[config.mk]
export PLATFORM = sky130hd
export DESIGN_NAME = hls_macc_result_collector
export DESIGN_NICKNAME = d
export VERILOG_FILES = /design/src/rtl/hls_macc_pkg.sv /design/src/rtl/hls_macc_res_fifo.sv /design/src/rtl/hls_macc_result_collector.sv
export SDC_FILE = /design/constraint.sdc
export NUM_CORES = 1
export LEC_CHECK = 0
export CAP_MARGIN = 20
export CORE_UTILIZATION = 52
export CTS_CLUSTER_DIAMETER = 40
export DETAILED_ROUTE_END_ITERATION = 12
export DONT_BUFFER_PORTS = 1
export GPL_ROUTABILITY_DRIVEN = 0
export GPL_TIMING_DRIVEN = 0
export PLACE_DENSITY = 0.81
export RECOVER_POWER = 100
export SLEW_MARGIN = 20
export SYNTH_ARGS = -nofsm -noshare
export SYNTH_HDL_FRONTEND = slang
export SYNTH_SLANG_ARGS = --single-unit
[constraint.sdc]
create_clock -name ap_clk -period 3.9 [get_ports ap_clk]
set_clock_uncertainty 0.05 [all_clocks]
set_input_delay 0.78 -clock ap_clk [delete_from_list [all_inputs] [get_ports ap_clk]]
set_output_delay 0.78 -clock ap_clk [all_outputs]
set_load 0.05 [all_outputs]
[src/rtl/hls_macc_pkg.sv]
// -----------------------------------------------------------------------------
// hls_macc_pkg
// Shared definitions for the HLS MACC result collector: the result record
// layout, its packed width, and the default sizing parameters.
// -----------------------------------------------------------------------------
package hls_macc_pkg;

  // Packed record width: three 32-bit words plus the mismatch flag.
  localparam int REC_W     = 97;
  localparam int DEPTH_DEF = 4;
  localparam int ACC_W_DEF = 64;

  // One collected MACC result. err flags o1+o2 (mod 2^32) disagreeing with ret.
  typedef struct packed {
    logic [31:0] o1;
    logic [31:0] o2;
    logic [31:0] ret;
    logic        err;
  } res_rec_t;

endpackage

[src/rtl/hls_macc_res_fifo.sv]
// -----------------------------------------------------------------------------
// hls_macc_res_fifo
// DEPTH-entry record FIFO built from flops. The head entry is presented
// straight from the storage registers, so valid_o rises on the edge after the
// first push (no write-to-read bypass).
//
// Ports:
//   clk_i      rising-edge clock
//   rst_ni     asynchronous active-low reset (empties FIFO, zeroes storage)
//   push_i     write wr_data_i at the tail (honoured when not full, or full
//              with a same-edge pop)
//   wr_data_i  record to write
//   pop_i      drop the head entry (honoured when not empty)
//   rd_data_o  head record
//   valid_o    FIFO holds at least one entry
//   count_o    number of stored entries, 0..DEPTH
// -----------------------------------------------------------------------------
module hls_macc_res_fifo
  import hls_macc_pkg::*;
#(
  parameter int DEPTH = DEPTH_DEF
) (
  input  logic                       clk_i,
  input  logic                       rst_ni,
  input  logic                       push_i,
  input  logic [REC_W-1:0]           wr_data_i,
  input  logic                       pop_i,
  output logic [REC_W-1:0]           rd_data_o,
  output logic                       valid_o,
  output logic [$clog2(DEPTH):0]     count_o
);

  localparam int PW = $clog2(DEPTH);
  localparam int CW = PW + 1;
  localparam logic [CW-1:0] FULL_CNT = CW'(DEPTH);

  logic [REC_W-1:0] mem_q [DEPTH];
  logic [PW-1:0]    wr_ptr_q;
  logic [PW-1:0]    rd_ptr_q;
  logic [CW-1:0]    count_q;

  logic do_pop;
  logic do_push;

  assign do_pop  = pop_i & (count_q != '0);
  // A full FIFO still accepts a write when the head leaves on the same edge.
  assign do_push = push_i & ((count_q != FULL_CNT) | do_pop);

  // DEPTH is a power of two, so the PW-bit pointers wrap on their own.
  always_ff @(posedge clk_i or negedge rst_ni) begin
    if (!rst_ni) begin
      for (int i = 0; i < DEPTH; i++) begin
        mem_q[i] <= '0;
      end
      wr_ptr_q <= '0;
      rd_ptr_q <= '0;
      count_q  <= '0;
    end else begin
      if (do_push) begin
        mem_q[wr_ptr_q] <= wr_data_i;
        wr_ptr_q        <= wr_ptr_q + PW'(1);
      end
      if (do_pop) begin
        rd_ptr_q <= rd_ptr_q + PW'(1);
      end
      if (do_push && !do_pop) begin
        count_q <= count_q + CW'(1);
      end else if (do_pop && !do_push) begin
        count_q <= count_q - CW'(1);
      end
    end
  end

  assign rd_data_o = mem_q[rd_ptr_q];
  assign valid_o   = (count_q != '0);
  assign count_o   = count_q;

endmodule

[src/rtl/hls_macc_result_collector.sv]
// -----------------------------------------------------------------------------
// hls_macc_result_collector
// Captures results of an HLS MACC core (o1, o2, ap_return) on ap_done, checks
// o1+o2 against ap_return, queues the records for a ready/valid consumer and
// keeps a saturating signed running sum of ap_return plus status counters.
//
// Ports:
//   ap_clk, ap_rst_n            clock, asynchronous active-low reset
//   in_done, in_o1(_vld),
//   in_o2(_vld), in_ret         upstream MACC outputs
//   start_allow                 upstream may start a new call (FIFO has room)
//   m_valid, m_ready            downstream handshake
//   m_o1, m_o2, m_ret, m_err    head record
//   acc                         saturating signed sum of accepted in_ret
//   txn_cnt, drop_cnt           accepted / dropped (FIFO full) captures
//   err_sticky, proto_err       mismatch seen / done without both vlds
//   clr                         synchronous clear of acc and status
// -----------------------------------------------------------------------------
module hls_macc_result_collector
  import hls_macc_pkg::*;
#(
  parameter int DEPTH = DEPTH_DEF,
  parameter int ACC_W = ACC_W_DEF
) (
  input  logic             ap_clk,
  input  logic             ap_rst_n,
  input  logic             in_done,
  input  logic [31:0]      in_o1,
  input  logic             in_o1_vld,
  input  logic [31:0]      in_o2,
  input  logic             in_o2_vld,
  input  logic [31:0]      in_ret,
  output logic             start_allow,
  output logic             m_valid,
  input  logic             m_ready,
  output logic [31:0]      m_o1,
  output logic [31:0]      m_o2,
  output logic [31:0]      m_ret,
  output logic             m_err,
  output logic [ACC_W-1:0] acc,
  output logic [15:0]      txn_cnt,
  output logic [7:0]       drop_cnt,
  output logic             err_sticky,
  output logic             proto_err,
  input  logic             clr
);

  localparam int CW = $clog2(DEPTH) + 1;
  localparam logic [CW-1:0]    FULL_CNT = CW'(DEPTH);
  localparam logic [ACC_W-1:0] ACC_MAX  = {1'b0, {(ACC_W-1){1'b1}}};
  localparam logic [ACC_W-1:0] ACC_MIN  = {1'b1, {(ACC_W-1){1'b0}}};

  logic             capture;
  logic             proto_evt;
  logic             pop;
  logic             push;
  logic             drop;
  logic             full;
  logic             fifo_valid;
  logic [CW-1:0]    fifo_count;
  logic [REC_W-1:0] head_bits;
  res_rec_t         head_rec;
  res_rec_t         in_rec;

  logic [ACC_W:0]   acc_sum;
  logic [ACC_W-1:0] acc_sat;

  logic [ACC_W-1:0] acc_q,    acc_d;
  logic [15:0]      txn_q,    txn_d;
  logic [7:0]       drop_q,   drop_d;
  logic             sticky_q, sticky_d;
  logic             proto_q,  proto_d;

  assign capture   = in_done & in_o1_vld & in_o2_vld;
  assign proto_evt = in_done & ~(in_o1_vld & in_o2_vld);
  assign full      = (fifo_count == FULL_CNT);
  assign pop       = fifo_valid & m_ready;
  assign push      = capture & (~full | pop);
  assign drop      = capture & full & ~pop;

  always_comb begin
    in_rec.o1  = in_o1;
    in_rec.o2  = in_o2;
    in_rec.ret = in_ret;
    // 32-bit context: the sum wraps mod 2^32 before the compare.
    in_rec.err = ((in_o1 + in_o2) != in_ret);
  end

  hls_macc_res_fifo #(
    .DEPTH (DEPTH)
  ) u_fifo (
    .clk_i     (ap_clk),
    .rst_ni    (ap_rst_n),
    .push_i    (push),
    .wr_data_i (in_rec),
    .pop_i     (pop),
    .rd_data_o (head_bits),
    .valid_o   (fifo_valid),
    .count_o   (fifo_count)
  );

  assign head_rec    = res_rec_t'(head_bits);
  assign m_valid     = fifo_valid;
  assign m_o1        = head_rec.o1;
  assign m_o2        = head_rec.o2;
  assign m_ret       = head_rec.ret;
  assign m_err       = head_rec.err;
  assign start_allow = (fifo_count < FULL_CNT);

  // One guard bit catches signed overflow: the top two bits of the widened
  // sum disagree exactly when the true result left the ACC_W range.
  always_comb begin
    acc_sum = {acc_q[ACC_W-1], acc_q} + {{(ACC_W-31){in_ret[31]}}, in_ret};
    if (acc_sum[ACC_W] != acc_sum[ACC_W-1]) begin
      acc_sat = acc_sum[ACC_W] ? ACC_MIN : ACC_MAX;
    end else begin
      acc_sat = acc_sum[ACC_W-1:0];
    end
  end

  always_comb begin
    acc_d    = acc_q;
    txn_d    = txn_q;
    drop_d   = drop_q;
    sticky_d = sticky_q;
    proto_d  = proto_q;
    if (clr) begin
      acc_d    = '0;
      txn_d    = '0;
      drop_d   = '0;
      sticky_d = 1'b0;
      proto_d  = 1'b0;
    end else begin
      if (push) begin
        acc_d = acc_sat;
        txn_d = txn_q + 16'd1;
        if (in_rec.err) begin
          sticky_d = 1'b1;
        end
      end
      if (drop && (drop_q != 8'hFF)) begin
        drop_d = drop_q + 8'd1;
      end
      if (proto_evt) begin
        proto_d = 1'b1;
      end
    end
  end

  always_ff @(posedge ap_clk or negedge ap_rst_n) begin
    if (!ap_rst_n) begin
      acc_q    <= '0;
      txn_q    <= '0;
      drop_q   <= '0;
      sticky_q <= 1'b0;
      proto_q  <= 1'b0;
    end else begin
      acc_q    <= acc_d;
      txn_q    <= txn_d;
      drop_q   <= drop_d;
      sticky_q <= sticky_d;
      proto_q  <= proto_d;
    end
  end

  assign acc        = acc_q;
  assign txn_cnt    = txn_q;
  assign drop_cnt   = drop_q;
  assign err_sticky = sticky_q;
  assign proto_err  = proto_q;

endmodule

==> results.rst, run 1 <==
.. list-table::
   :header-rows: 1

   * - Metric
     - Value
   * - Routed via count divided by cell count
     - ~6.4
   * - IO buf count
     - 0
   * - Maximum capacitance violations
     - 0
   * - Total detailed-routing wirelength
     - between 70000 and 80000 um
   * - Source-to-sink clock delay at the later pin of the worst-skew pair
     - slightly above 0.6 ns
   * - Slack of the critical path
     - -0.4802 ns
   * - Final hold violation count
     - about 210
   * - Post-detailed-route count of antenna-violating nets
     - 0
   * - Total number of H-tree levels
     - 3
   * - Drt drc
     - 0
   * - Final period util
     - 1.123
   * - Leakage power summed over all cells
     - around 14 nW
   * - Initial drt markers
     - roughly 1500
   * - Data required time of the critical path
     - ~4.3 ns
   * - Register area share after synthesis
     - 0.4555
   * - Global-route wire length before repair
     - ~120000 um
   * - Non-Filler Cell Area, Final
     - ~0.030 mm^2
   * - Power per cell area
     - approximately 850 mW/mm^2
   * - Maximum number of pins on one net before global-route repair
     - 486
   * - Post-synth EDFFs
     - 0
   * - Maximum buffer depth of the clock tree
     - 3
   * - Peak-usage layer in the global routing report
     - met2
   * - Netlist area before placement
     - roughly 0.027 mm^2
   * - TritonCTS Sinks
     - approximately 490
   * - Most frequently used flop master after synthesis
     - sky130_fd_sc_hd__dfrtp_1
   * - Post-place setup slack
     - -0.7439 ns
   * - Fraction of registers with async set/reset
     - 1.000
   * - Die W
     - roughly 230 um
   * - Die Area
     - 0.05215 mm^2
   * - Synthesized netlist cell count
     - roughly 2200
   * - Fin. max-slew vios
     - 0
   * - Routed len/inst
     - 25.12 um
   * - Setup repair after global routing missed its margin
     - yes
   * - Num CTS Buffers
     - between 70 and 80
   * - Worst Max-Slew Pin Slew
     - 1.394 ns
   * - Run status
     - finished, violations left
   * - Grt met3 use
     - 0.09518
   * - Max Fanout on Critical Path
     - 10
   * - Psw
     - 10.54 mW
   * - Combinational power share
     - 0.398
   * - Maximum clock rate
     - ~230 MHz
   * - Layout overhead on the synthesized area
     - 14.11%
   * - PnR Total Power
     - 25.99 mW
   * - TritonCTS clock tree
     - done
   * - Min-delay worst type
     - primary input to async pin
   * - Overall fraction of global-route tracks in use
     - 0.2877
   * - Unique cell type count in the Yosys netlist
     - 80
   * - Final critical delay including setup and external delays
     - ~4.4 ns
   * - Half-perimeter wire length after detailed placement
     - roughly 53000 um
   * - Clk slew on worst S/H paths
     - approximately 0.060 ns
   * - Synthesis Warnings
     - 0
   * - Utilization of the core after routing
     - 0.6035
   * - Vertical extent of the die
     - approximately 230 um
   * - Number of iterations in the first detailed-routing pass
     - 5
   * - Synthesis-stage register bit count
     - ~490
   * - Normalized max-slew margin
     - 0.07050
   * - Core area
     - ~0.050 mm^2
   * - Share of layout cells above drive strength 1
     - 0.3067
   * - Area post-placement
     - ~0.028 mm^2
   * - Count of boundary I/O pins
     - approximately 290
   * - Initial antenna violation count
     - 1
   * - GRT met2 Usage
     - 0.4692
   * - Data arrival time of the worst path
     - roughly 4.8 ns
   * - Per-instance average area after synthesis
     - between 10 and 15 um^2
   * - Clock root buffer
     - sky130_fd_sc_hd__clkbuf_16
   * - Initial Util
     - 0.5289
   * - Nets@finish
     - roughly 2400
   * - Critical Path End Type
     - flop
   * - Switching part of the total
     - 0.4053
   * - Proportion of power drawn by the clock network
     - 0.274
   * - Setup violation total in the final timing report
     - 81
   * - Worst Hold Margin
     - -0.1908 ns
   * - Share of power burned in registers
     - 0.328
   * - Setup crit start kind
     - flop
   * - Failing checks
     - hold timing, setup timing
   * - Met1 usage
     - 0.3489
   * - Row count
     - just over 80
   * - Via count
     - ~19000
   * - Worst VDD drop
     - approximately 0.00049 V
   * - Cell internal power dissipation
     - 15.46 mW
   * - Number of global-route vias before repair
     - about 20000
   * - Number of nets in the synthesized netlist
     - 2361
   * - Remaining global-route overflow
     - 0
   * - Critical path class
     - flop to flop
[flip-flops by register name (all words and copies together), names as in the netlist]
signal and count:
acc 64, drop_cnt 8, err_sticky 1, proto_err 1, txn_cnt 16, u_fifo.count_o 3
u_fifo.mem_q 388, u_fifo.rd_ptr_q 2, u_fifo.wr_ptr_q 2
[synth_stat cells (10+ instances only)]
| master | n | area share |
|---|---|---|
| sky130_fd_sc_hd__dfrtp_1 | 485 | 0.46 |
| sky130_fd_sc_hd__mux2_2 | 389 | 0.16 |
| sky130_fd_sc_hd__a21oi_1 | 125 | 0.023 |
| sky130_fd_sc_hd__nand2_1 | 104 | 0.015 |
| sky130_fd_sc_hd__ha_1 | 102 | 0.048 |
| sky130_fd_sc_hd__mux4_2 | 97 | 0.082 |
| sky130_fd_sc_hd__nor2_1 | 80 | 0.011 |
| sky130_fd_sc_hd__xnor2_1 | 80 | 0.026 |
| sky130_fd_sc_hd__clkbuf_1 | 72 | 0.010 |
| sky130_fd_sc_hd__o21ai_0 | 72 | 0.014 |
| sky130_fd_sc_hd__a221o_1 | 62 | 0.023 |
| sky130_fd_sc_hd__a21o_1 | 50 | 0.014 |
| sky130_fd_sc_hd__xor2_1 | 47 | 0.015 |
| sky130_fd_sc_hd__buf_1 | 41 | 0.0058 |
| sky130_fd_sc_hd__nand4_1 | 35 | 0.0082 |
| sky130_fd_sc_hd__nand3_1 | 33 | 0.0062 |
| sky130_fd_sc_hd__inv_1 | 29 | 0.0041 |
| sky130_fd_sc_hd__nor3_1 | 21 | 0.0039 |
| sky130_fd_sc_hd__nand2b_1 | 14 | 0.0033 |
| sky130_fd_sc_hd__o21a_1 | 14 | 0.0039 |
| sky130_fd_sc_hd__and3_1 | 13 | 0.0031 |
| sky130_fd_sc_hd__o21bai_1 | 13 | 0.0037 |
| sky130_fd_sc_hd__a211oi_1 | 10 | 0.0028 |
| sky130_fd_sc_hd__nor2b_1 | 10 | 0.0023 |
[final timing paths]
check	from	end	slack, ns	cells after the start
setup / recovery	acc[17]	acc[47]	-0.48	16
hold / removal	ap_rst_n	u_fifo.mem_q[345]	-0.19	0
setup reg to reg	acc[17]	acc[47]	-0.48	16
hold reg to reg	u_fifo.mem_q[111]	u_fifo.mem_q[111]	0.45	1
max in group asynchronous	ap_rst_n	acc[42]	2.76	0
min in group ap_clk	in_ret[18]	u_fifo.mem_q[19]	0.26	1
[final cells by class]
| class | instances | area [um^2] |
|---|---|---|
| well taps | 672 | 840.8 |
| diodes | 1 | 2.502 |
| plain buffers | 126 | 579.3 |
| repair buffers | 9 | 67.56 |
| multi-input cells | 1509 | 13910 |
| inverters | 30 | 112.6 |
| clock buffers | 95 | 2105 |
| fillers | 3818 | 19970 |
| flip-flops and latches | 485 | 12160 |
| clock inverters | 48 | 630.6 |
[metal layers]
| metal | share of wire | wire length (um) |
|---|---|---|
| met2 | 0.48 | 35910 |
| met4 | 0.042 | 3149 |
| met5 | 0.00017 | 13 |
| met3 | 0.088 | 6586 |
| met1 | 0.39 | 29060 |
[worst max-delay path: stages (launching register included)]
cell                       delay [ns]
sky130_fd_sc_hd__dfrtp_1         0.71
sky130_fd_sc_hd__ha_1            0.34
sky130_fd_sc_hd__clkbuf_2        0.16
sky130_fd_sc_hd__nand3_1         0.12
sky130_fd_sc_hd__nand2_1         0.07
sky130_fd_sc_hd__a221o_1         0.41
sky130_fd_sc_hd__a211oi_4        0.24
sky130_fd_sc_hd__o31a_1          0.23
sky130_fd_sc_hd__o2111a_1        0.26
sky130_fd_sc_hd__o41a_1          0.19
sky130_fd_sc_hd__or4b_4          0.47
sky130_fd_sc_hd__o311a_1         0.14
sky130_fd_sc_hd__buf_6           0.15
sky130_fd_sc_hd__and2_4          0.14
sky130_fd_sc_hd__buf_12          0.14
sky130_fd_sc_hd__buf_8           0.14
sky130_fd_sc_hd__a221o_1         0.27
[power groups by stage]
stage	registers, mW	logic [mW]	clock network [mW]
after detailed placement	8.45	10.3	0
final	8.53	10.3	7.12
after global placement	8.21	10.1	0
after floorplan	8.02	8.89	0
after CTS	8.48	10.4	7.22
after global routing	8.74	10.8	7.45
[logic make-up after synthesis]
family	Yosys count	share of synthesized area
AND/OR/NAND/NOR	351	0.06499
AO/OA/AOI/OAI	430	0.1120
adder cells (fa/ha/maj)	105	0.05015
buffers and inverters	159	0.02503
flip-flops	485	0.4555
multiplexers	495	0.2498
XOR/XNOR	128	0.04259
[cells in the final DEF, fill, tap and decap left out, types with 11 or more instances in the layout]
cell type,instances
sky130_fd_sc_hd__nor2_1,80
sky130_fd_sc_hd__xnor2_1,80
sky130_fd_sc_hd__mux2_2,387
sky130_fd_sc_hd__dfrtp_1,470
sky130_fd_sc_hd__and3_1,13
sky130_fd_sc_hd__nand2_1,104
sky130_fd_sc_hd__clkbuf_1,104
sky130_fd_sc_hd__o21a_1,14
sky130_fd_sc_hd__nor3_1,21
sky130_fd_sc_hd__nand4_1,35
sky130_fd_sc_hd__dfrtp_2,15
sky130_fd_sc_hd__nand2b_1,14
sky130_fd_sc_hd__clkbuf_2,12
sky130_fd_sc_hd__clkbuf_16,77
sky130_fd_sc_hd__inv_1,28
sky130_fd_sc_hd__ha_1,99
sky130_fd_sc_hd__a21oi_1,125
sky130_fd_sc_hd__mux4_2,97
sky130_fd_sc_hd__nand3_1,33
sky130_fd_sc_hd__xor2_1,47
sky130_fd_sc_hd__o21bai_1,13
sky130_fd_sc_hd__a21o_1,50
sky130_fd_sc_hd__clkbuf_8,11
sky130_fd_sc_hd__o21ai_0,69
sky130_fd_sc_hd__a221o_1,62
[per-stage QoR]
step	TNS, ns	instances
4_1_cts	-23.80	2972
5_1_grt	-52.17	2974
3_3_place_gp	-61.95	2825
3_5_place_dp	-72.20	2825
6_report	-30.99	2975
2_1_floorplan	-6.686	2153
[what timing repair did]
action                                  in CTS  in global routing
endpoints found under the setup margin     280                148
resized for setup                           43                 30
pin swaps                                    4                  1
endpoints found under the hold margin      485                485
setup buffers                                6                  3
No activity file was read; power rests on OpenSTA's default activity.
==> run 2, diff against run 1 <==
==> constraint.sdc (replaced) <==
create_clock -name ap_clk -period 3.9 [get_ports ap_clk]
set_clock_uncertainty 0.05 [all_clocks]
set_input_delay 0.78 -clock ap_clk [delete_from_list [all_inputs] [get_ports ap_clk]]
set_output_delay 0.78 -clock ap_clk [all_outputs]
set_load 0.005 [all_outputs]
==> results.rst, run 2 (synthesized netlist as in run 1, its figures left out) <==
.. list-table::
   :header-rows: 1

   * - Metric
     - Value
   * - Num CTS Buffers
     - between 70 and 80
   * - Final period util
     - 1.073
   * - Source-to-sink clock delay at the later pin of the worst-skew pair
     - 0.62 ns
   * - Setup repair after global routing missed its margin
     - yes
   * - Count of boundary I/O pins
     - between 200 and 300
   * - Slack of the worst reg-to-reg path
     - -0.29 ns
   * - Share of layout cells above drive strength 1
     - 0.2977
   * - Fin. max-slew vios
     - 209
   * - Clock root buffer
     - sky130_fd_sc_hd__clkbuf_16
   * - Run status
     - finished, violations left
   * - Half-perimeter wire length after detailed placement
     - around 53000 um
   * - Inst Count DP
     - roughly 2800
   * - Die Area
     - between 0.05 and 0.06 mm^2
   * - Wire length on met3
     - approximately 6800 um
   * - Buffers and inverters on the worst path
     - 3
   * - TritonCTS Sinks
     - around 490
   * - Non-Filler Cell Area, Final
     - 0.03039 mm^2
   * - Initial Util
     - 0.5289
   * - Total detailed-routing wirelength
     - approximately 75000 um
   * - Most frequent cells in the layout
     - sky130_fd_sc_hd__dfrtp_1 (483), sky130_fd_sc_hd__mux2_2 (387), sky130_fd_sc_hd__a21oi_1 (125), sky130_fd_sc_hd__nand2_1 (104), sky130_fd_sc_hd__clkbuf_1 (103)
   * - Number of cell instances on the worst register-to-register path
     - 16
   * - Routed len/inst
     - 25.08 um
   * - Worst Hold Margin
     - -0.1931 ns
   * - Final hold violation count
     - 90
   * - Core area
     - between 0.05 and 0.06 mm^2
   * - Area post-placement
     - between 0.02 and 0.03 mm^2
   * - Longest individual stage delay on the worst path
     - ~0.47 ns
   * - Total number of H-tree levels
     - 3
   * - Delay-heaviest family, CP
     - compound AO/OA/AOI/OAI gates
   * - Post-place setup slack
     - -0.7439 ns
   * - Normalized max-slew margin
     - -0.2802
   * - Worst Max-Slew Pin Slew
     - roughly 1.9 ns
   * - Final critical delay including setup and external delays
     - between 4 and 5 ns
   * - Critical Path End Type
     - flop
   * - Most frequent standard cell in the layout excluding fill and tap cells
     - sky130_fd_sc_hd__dfrtp_1
   * - Number of iterations in the first detailed-routing pass
     - 6
   * - Setup crit start kind
     - flop
   * - Area taken by flip-flops and latches
     - around 0.012 mm^2
   * - PnR Total Power
     - 22.25 mW
   * - Failing checks
     - hold timing, slew limit, setup timing
   * - Power per cell area
     - 732.4 mW/mm^2
   * - Cell type with the highest occurrence count on the critical path
     - sky130_fd_sc_hd__a211oi_4
   * - Worst VDD drop
     - approximately 0.00040 V
   * - Initial antenna violation count
     - 1
   * - Maximum buffer depth of the clock tree
     - 3
   * - Critical path, cell by cell
     - ha_4, fa_2, a211oi_4, o211ai_2, a31o_4, a211oi_4, o31a_1, o2111a_1, o41a_1, or4b_4, o311a_1, buf_6, and2_4, buf_12, buf_8, a221o_1
   * - Filler Cells Inserted
     - 3827
   * - Footprint of the multi-input gates
     - between 0.01 and 0.015 mm^2
   * - Overall fraction of global-route tracks in use
     - 0.2878
   * - Routed via count divided by cell count
     - approximately 6.5
   * - Worst-path cell with the longest stage delay
     - sky130_fd_sc_hd__or4b_4
   * - Critical path class
     - flop to flop
   * - Nets@finish
     - approximately 2400
   * - Most flop-heavy register
     - u_fifo.mem_q
   * - Antenna diodes
     - 0
   * - Layout overhead on the synthesized area
     - 14.05%
   * - Highest metal layer with signal wires
     - met5
   * - Post-Route M1 WL
     - approximately 29000 um
   * - Clk slew on worst S/H paths
     - ~0.060 ns
   * - Setup violation total in the final timing report
     - 69
   * - TritonCTS clock tree
     - done
   * - Min-delay worst type
     - primary input to async pin
   * - Max FFs per register
     - between 300 and 400
   * - Number of global-route vias before repair
     - 19965
   * - IO buf count
     - 0
   * - Data required time of the critical path
     - approximately 4.3 ns
   * - Leakage power summed over all cells
     - roughly 14 nW
   * - Slack of the critical path
     - -0.2850 ns
   * - Startpoint of the worst register-to-register path
     - acc[0]
   * - Worst reg2reg path endpoint
     - acc[47]
   * - Data arrival time of the worst path
     - roughly 4.6 ns
   * - Post-detailed-route count of antenna-violating nets
     - 0
   * - Number of standard cells in the layout, taps in and fillers out
     - between 2000 and 3000
   * - Global-route wire length before repair
     - roughly 120000 um
   * - Maximum clock rate
     - between 200 and 250 MHz
   * - Maximum capacitance violations
     - 0
   * - Vertical extent of the die
     - 228.4 um
   * - Drt drc
     - 0
   * - Initial drt markers
     - 1448
   * - Maximum number of pins on one net before global-route repair
     - between 400 and 500
   * - Via count
     - 19185
   * - Met2 WL
     - about 36000 um
   * - Remaining global-route overflow
     - 0
   * - Die W
     - approximately 230 um
   * - Max Fanout on Critical Path
     - 10
   * - Row count
     - 82
run 2: worst reg2reg max path, delay by kind of cell (launching register included):
| kind | cells | cell delay, ns |
|---|---|---|
| flops | 1 | 0.45 |
| buf+inv | 3 | 0.44 |
| simple gates | 2 | 0.62 |
| fa+ha+maj | 2 | 0.55 |
| compound gates | 9 | 1.97 |
run 2: per-stage QoR:
stage | utilization | setup TNS (ns) | hold WS [ns]
after detailed placement | 0.5461 | -71.39 | 0.4378
final | 0.6032 | -17.10 | -0.1931
after global routing | 0.6032 | -37.10 | -0.2131
after floorplan | - | -6.664 | 0.4239
after CTS | 0.6025 | -13.39 | -0.2087
after global placement | 0.5460 | -60.78 | 0.4309
run 2: cell type report:
cell class	instances	share of cell area
Multi-Input combinational cell	1509	0.4584
Sequential cell	485	0.3995
Clock buffer	95	0.06926
Tap cell	672	0.02767
Clock inverter	48	0.02075
Buffer	127	0.01902
Inverter	30	0.003706
Timing Repair Buffer	7	0.001729
run 2: how the worst max path moves through the flow:
stage,start,end,slack [ns],depth (start not counted)
floorplan,in_ret[0],acc[13],-0.11,16
finish,acc[0],acc[47],-0.29,16
detailed placement,in_ret[2],acc[61],-0.74,12
global route,acc[19],acc[27],-0.46,15
CTS,acc[0],acc[47],-0.25,16
global placement,in_ret[20],acc[61],-0.65,13
run 2: what timing repair did:
action,in CTS,in global routing
setup endpoints to repair,123,159
setup buffers,6,1
pin swaps,3,0
gates cloned,0,0
gates resized for setup,20,19
hold endpoints to repair,485,485
run 2: metal layers:
layer | up-vias | global-route usage
met5 | - | 0
li1 | 8351 | -
met3 | 199 | 0.09531
met1 | 9817 | 0.3493
met4 | 2 | 0.1307
met2 | 816 | 0.4663
run 2: where the power goes:
group | switching [mW] | internal, mW
sequential | 1.18 | 7.14
clock | 2.56 | 4.55
combinational | 3.11 | 3.70
==> run 3, diff against run 2 <==
--- a/config.mk
+++ b/config.mk
@@ -5,6 +5,7 @@
 export SDC_FILE = /design/constraint.sdc
 export NUM_CORES = 1
 export LEC_CHECK = 0
+export ABC_AREA = 1
 export CAP_MARGIN = 20
 export CORE_UTILIZATION = 52
 export CTS_CLUSTER_DIAMETER = 40
==> results.rst, run 3 <==
.. list-table::
   :header-rows: 1

   * - Metric
     - Value
   * - Run status
     - finished, violations left
   * - Failing checks
     - hold timing, setup timing
   * - Leakage power summed over all cells
     - about 17 nW
   * - Normalized max-slew margin
     - 0.2032
   * - Layout overhead on the synthesized area
     - 13.12%
   * - Worst VDD drop
     - about 0.00044 V
   * - Slack of the critical path
     - -0.05085 ns
   * - Initial drt markers
     - 3738
   * - Total detailed-routing wirelength
     - roughly 100000 um
   * - Critical Path End Type
     - output pin
   * - Post-synth EDFFs
     - 0
   * - Remaining global-route overflow
     - 0
   * - Fin. max-slew vios
     - 0
   * - Die W
     - roughly 240 um
   * - Clk slew on worst S/H paths
     - 0.06 ns
   * - Initial antenna violation count
     - 4
   * - Maximum capacitance violations
     - 0
   * - Synthesized netlist cell count
     - roughly 4200
   * - Final hold violation count
     - about 160
   * - IO buf count
     - 0
   * - Max Fanout on Critical Path
     - 10
   * - Setup bufs post-CTS
     - 0
   * - Core area
     - between 0.05 and 0.06 mm^2
   * - Source-to-sink clock delay at the later pin of the worst-skew pair
     - roughly 0.63 ns
   * - Routed len/inst
     - 19.93 um
   * - Num CTS Buffers
     - just under 80
   * - Register area share after synthesis
     - 0.4210
   * - Worst reg2reg path endpoint
     - u_fifo.mem_q[357]
   * - List of most frequent post-synthesis cells
     - sky130_fd_sc_hd__nand2_1 (1748), sky130_fd_sc_hd__dfrtp_1 (485), sky130_fd_sc_hd__nor2_1 (422), sky130_fd_sc_hd__o21ai_0 (315), sky130_fd_sc_hd__inv_1 (268)
   * - Most flop-heavy register
     - u_fifo.mem_q
   * - Data arrival time of the worst path
     - 3.12 ns
   * - TritonCTS Sinks
     - 485
   * - Slack of the worst reg-to-reg path
     - 0.12 ns
   * - Power per cell area
     - 717.0 mW/mm^2
   * - Setup repair after global routing missed its margin
     - no
   * - Maximum buffer depth of the clock tree
     - 3
   * - Routed via count divided by cell count
     - a little under 6
   * - Setup crit start kind
     - flop
   * - TritonCTS clock tree
     - done
   * - Most frequently used flop master after synthesis
     - sky130_fd_sc_hd__dfrtp_1
   * - Die Area
     - 0.05638 mm^2
   * - Count of boundary I/O pins
     - slightly below 300
   * - Setup violation total in the final timing report
     - 8
   * - Clock root buffer
     - sky130_fd_sc_hd__clkbuf_16
   * - Min-delay worst type
     - primary input to async pin
   * - Overall fraction of global-route tracks in use
     - 0.3521
   * - Max FFs per register
     - between 300 and 400
   * - Synthesis-stage register bit count
     - around 490
   * - Global-route wire length before repair
     - between 150000 and 200000 um
   * - Netlist area before placement
     - 0.02883 mm^2
   * - Post-place setup slack
     - between 0.02 and 0.025 ns
   * - Drt drc
     - 0
   * - Worst Max-Slew Pin Slew
     - between 1 and 1.5 ns
   * - Initial Util
     - 0.5304
   * - Via count
     - around 29000
   * - Final critical delay including setup and external delays
     - about 4.0 ns
   * - Vertical extent of the die
     - roughly 240 um
   * - Fraction of registers with async set/reset
     - 1.000
   * - Area post-placement
     - a little under 0.03 mm^2
   * - Most frequent standard cell in the layout excluding fill and tap cells
     - sky130_fd_sc_hd__nand2_1
   * - Per-instance average area after synthesis
     - between 6 and 7 um^2
   * - Share of layout cells above drive strength 1
     - 0.04706
   * - Maximum number of pins on one net before global-route repair
     - 486
   * - Number of global-route vias before repair
     - 27033
   * - Top-area cell type share of the netlist area
     - 0.4210
   * - Nets@finish
     - between 4000 and 5000
   * - Data required time of the critical path
     - approximately 3.1 ns
   * - Critical path class
     - flop to output pin
   * - Final period util
     - 1.013
   * - Number of iterations in the first detailed-routing pass
     - 6
   * - Number of cell instances on the worst register-to-register path
     - 12
   * - Total number of H-tree levels
     - 3
   * - Unique cell type count in the Yosys netlist
     - between 40 and 50
   * - Row count
     - 85
   * - Most frequent cells in the layout
     - sky130_fd_sc_hd__nand2_1 (1750), sky130_fd_sc_hd__dfrtp_1 (484), sky130_fd_sc_hd__nor2_1 (422), sky130_fd_sc_hd__o21ai_0 (316), sky130_fd_sc_hd__inv_1 (270)
   * - Half-perimeter wire length after detailed placement
     - between 70000 and 80000 um
   * - Synth area leaders
     - sky130_fd_sc_hd__dfrtp_1 (42%), sky130_fd_sc_hd__nand2_1 (23%), sky130_fd_sc_hd__nor2_1 (5.5%), sky130_fd_sc_hd__o21ai_0 (5.5%), sky130_fd_sc_hd__ha_1 (4.4%)
   * - Synthesis Warnings
     - 0
   * - Startpoint of the worst register-to-register path
     - u_fifo.count_o[0]
   * - Cell with the most instances after synthesis
     - sky130_fd_sc_hd__nand2_1
   * - Maximum clock rate
     - 253.1 MHz
   * - Number of nets in the synthesized netlist
     - about 4400
   * - Library cell with the largest summed area after synthesis
     - sky130_fd_sc_hd__dfrtp_1
   * - Worst Hold Margin
     - -0.2220 ns
   * - Post-detailed-route count of antenna-violating nets
     - 0
   * - Non-Filler Cell Area, Final
     - 0.03261 mm^2
   * - PnR Total Power
     - 23.38 mW
==> run 3: critical path, stage by stage, from the launching register on <==
cell                         delay (ns)
sky130_fd_sc_hd__dfrtp_1           0.91
sky130_fd_sc_hd__clkinvlp_4        0.53
sky130_fd_sc_hd__clkbuf_2          0.36
sky130_fd_sc_hd__clkbuf_1          0.27
sky130_fd_sc_hd__o21ai_0           0.23
sky130_fd_sc_hd__o22ai_1           0.17
==> run 3: worst max path at each step <==
stage               end  cells after the start                from
2_1_floorplan    acc[5]                     16           in_ret[0]
3_3_place_gp    m_o2[0]                      6  u_fifo.rd_ptr_q[0]
3_5_place_dp    m_o2[2]                      6  u_fifo.rd_ptr_q[0]
4_1_cts        m_o1[24]                      4  u_fifo.rd_ptr_q[0]
5_1_grt        m_o1[24]                      4  u_fifo.rd_ptr_q[1]
6_report        m_o1[9]                      5  u_fifo.rd_ptr_q[1]
==> run 3: stage by stage <==
stage | hold slack (ns) | std cells | TNS [ns] | utilization
after detailed placement | 0.4098 | 4891 | 0 | 0.5475
final | -0.2220 | 5032 | -0.1640 | 0.6000
after global placement | 0.4056 | 4891 | 0 | 0.5475
after floorplan | 0.3936 | 4152 | 0 | -
after CTS | -0.2179 | 5031 | 0 | 0.6004
after global routing | -0.2278 | 5031 | 0 | 0.6000
==> run 3: area by class of cell <==
class,count,area (um^2)
clock buffers,98,2167
clock inverters,44,710.7
diodes,1,2.502
inverters,284,1070
fillers,4804,21740
well taps,739,924.6
flip-flops and latches,485,12140
multi-input cells,3212,14880
plain buffers,169,711.9
==> run 3: routing by layer <==
layer / up-vias / track usage / part of all wire
li1: 13440 / - / -
met5: - / 0 / 0.00062
met4: 10 / 0.1840 / 0.056
met3: 368 / 0.1239 / 0.14
met1: 13552 / 0.4390 / 0.37
met2: 1710 / 0.5379 / 0.44
==> run 3: kinds of logic after synthesis <==
| group | share of synthesized area |
|---|---|
| buffers and inverters | 0.06250 |
| and+or+nand+nor | 0.3267 |
| adders and majority gates | 0.04635 |
| AOI/OAI and AO/OA | 0.1169 |
| xor gates and xnor gates | 0.02613 |
| muxes | 0.0003906 |
| DFF | 0.4210 |
==> run 3: where the power goes <==
part           internal [mW]  total [mW]  leakage (nW)  switching [mW]
Combinational           2.45        7.62          9.13            5.17
Sequential              6.98        8.21          6.24            1.23
Clock                   4.86        7.56          1.41            2.70
Total                   14.3        23.4          16.8            9.10
==> run 3: repair_timing <==
item | CTS | global route
setup endpoints to repair | 97 | 1
endpoints found under the hold margin | 485 | 485
gates resized for setup | 4 | 1
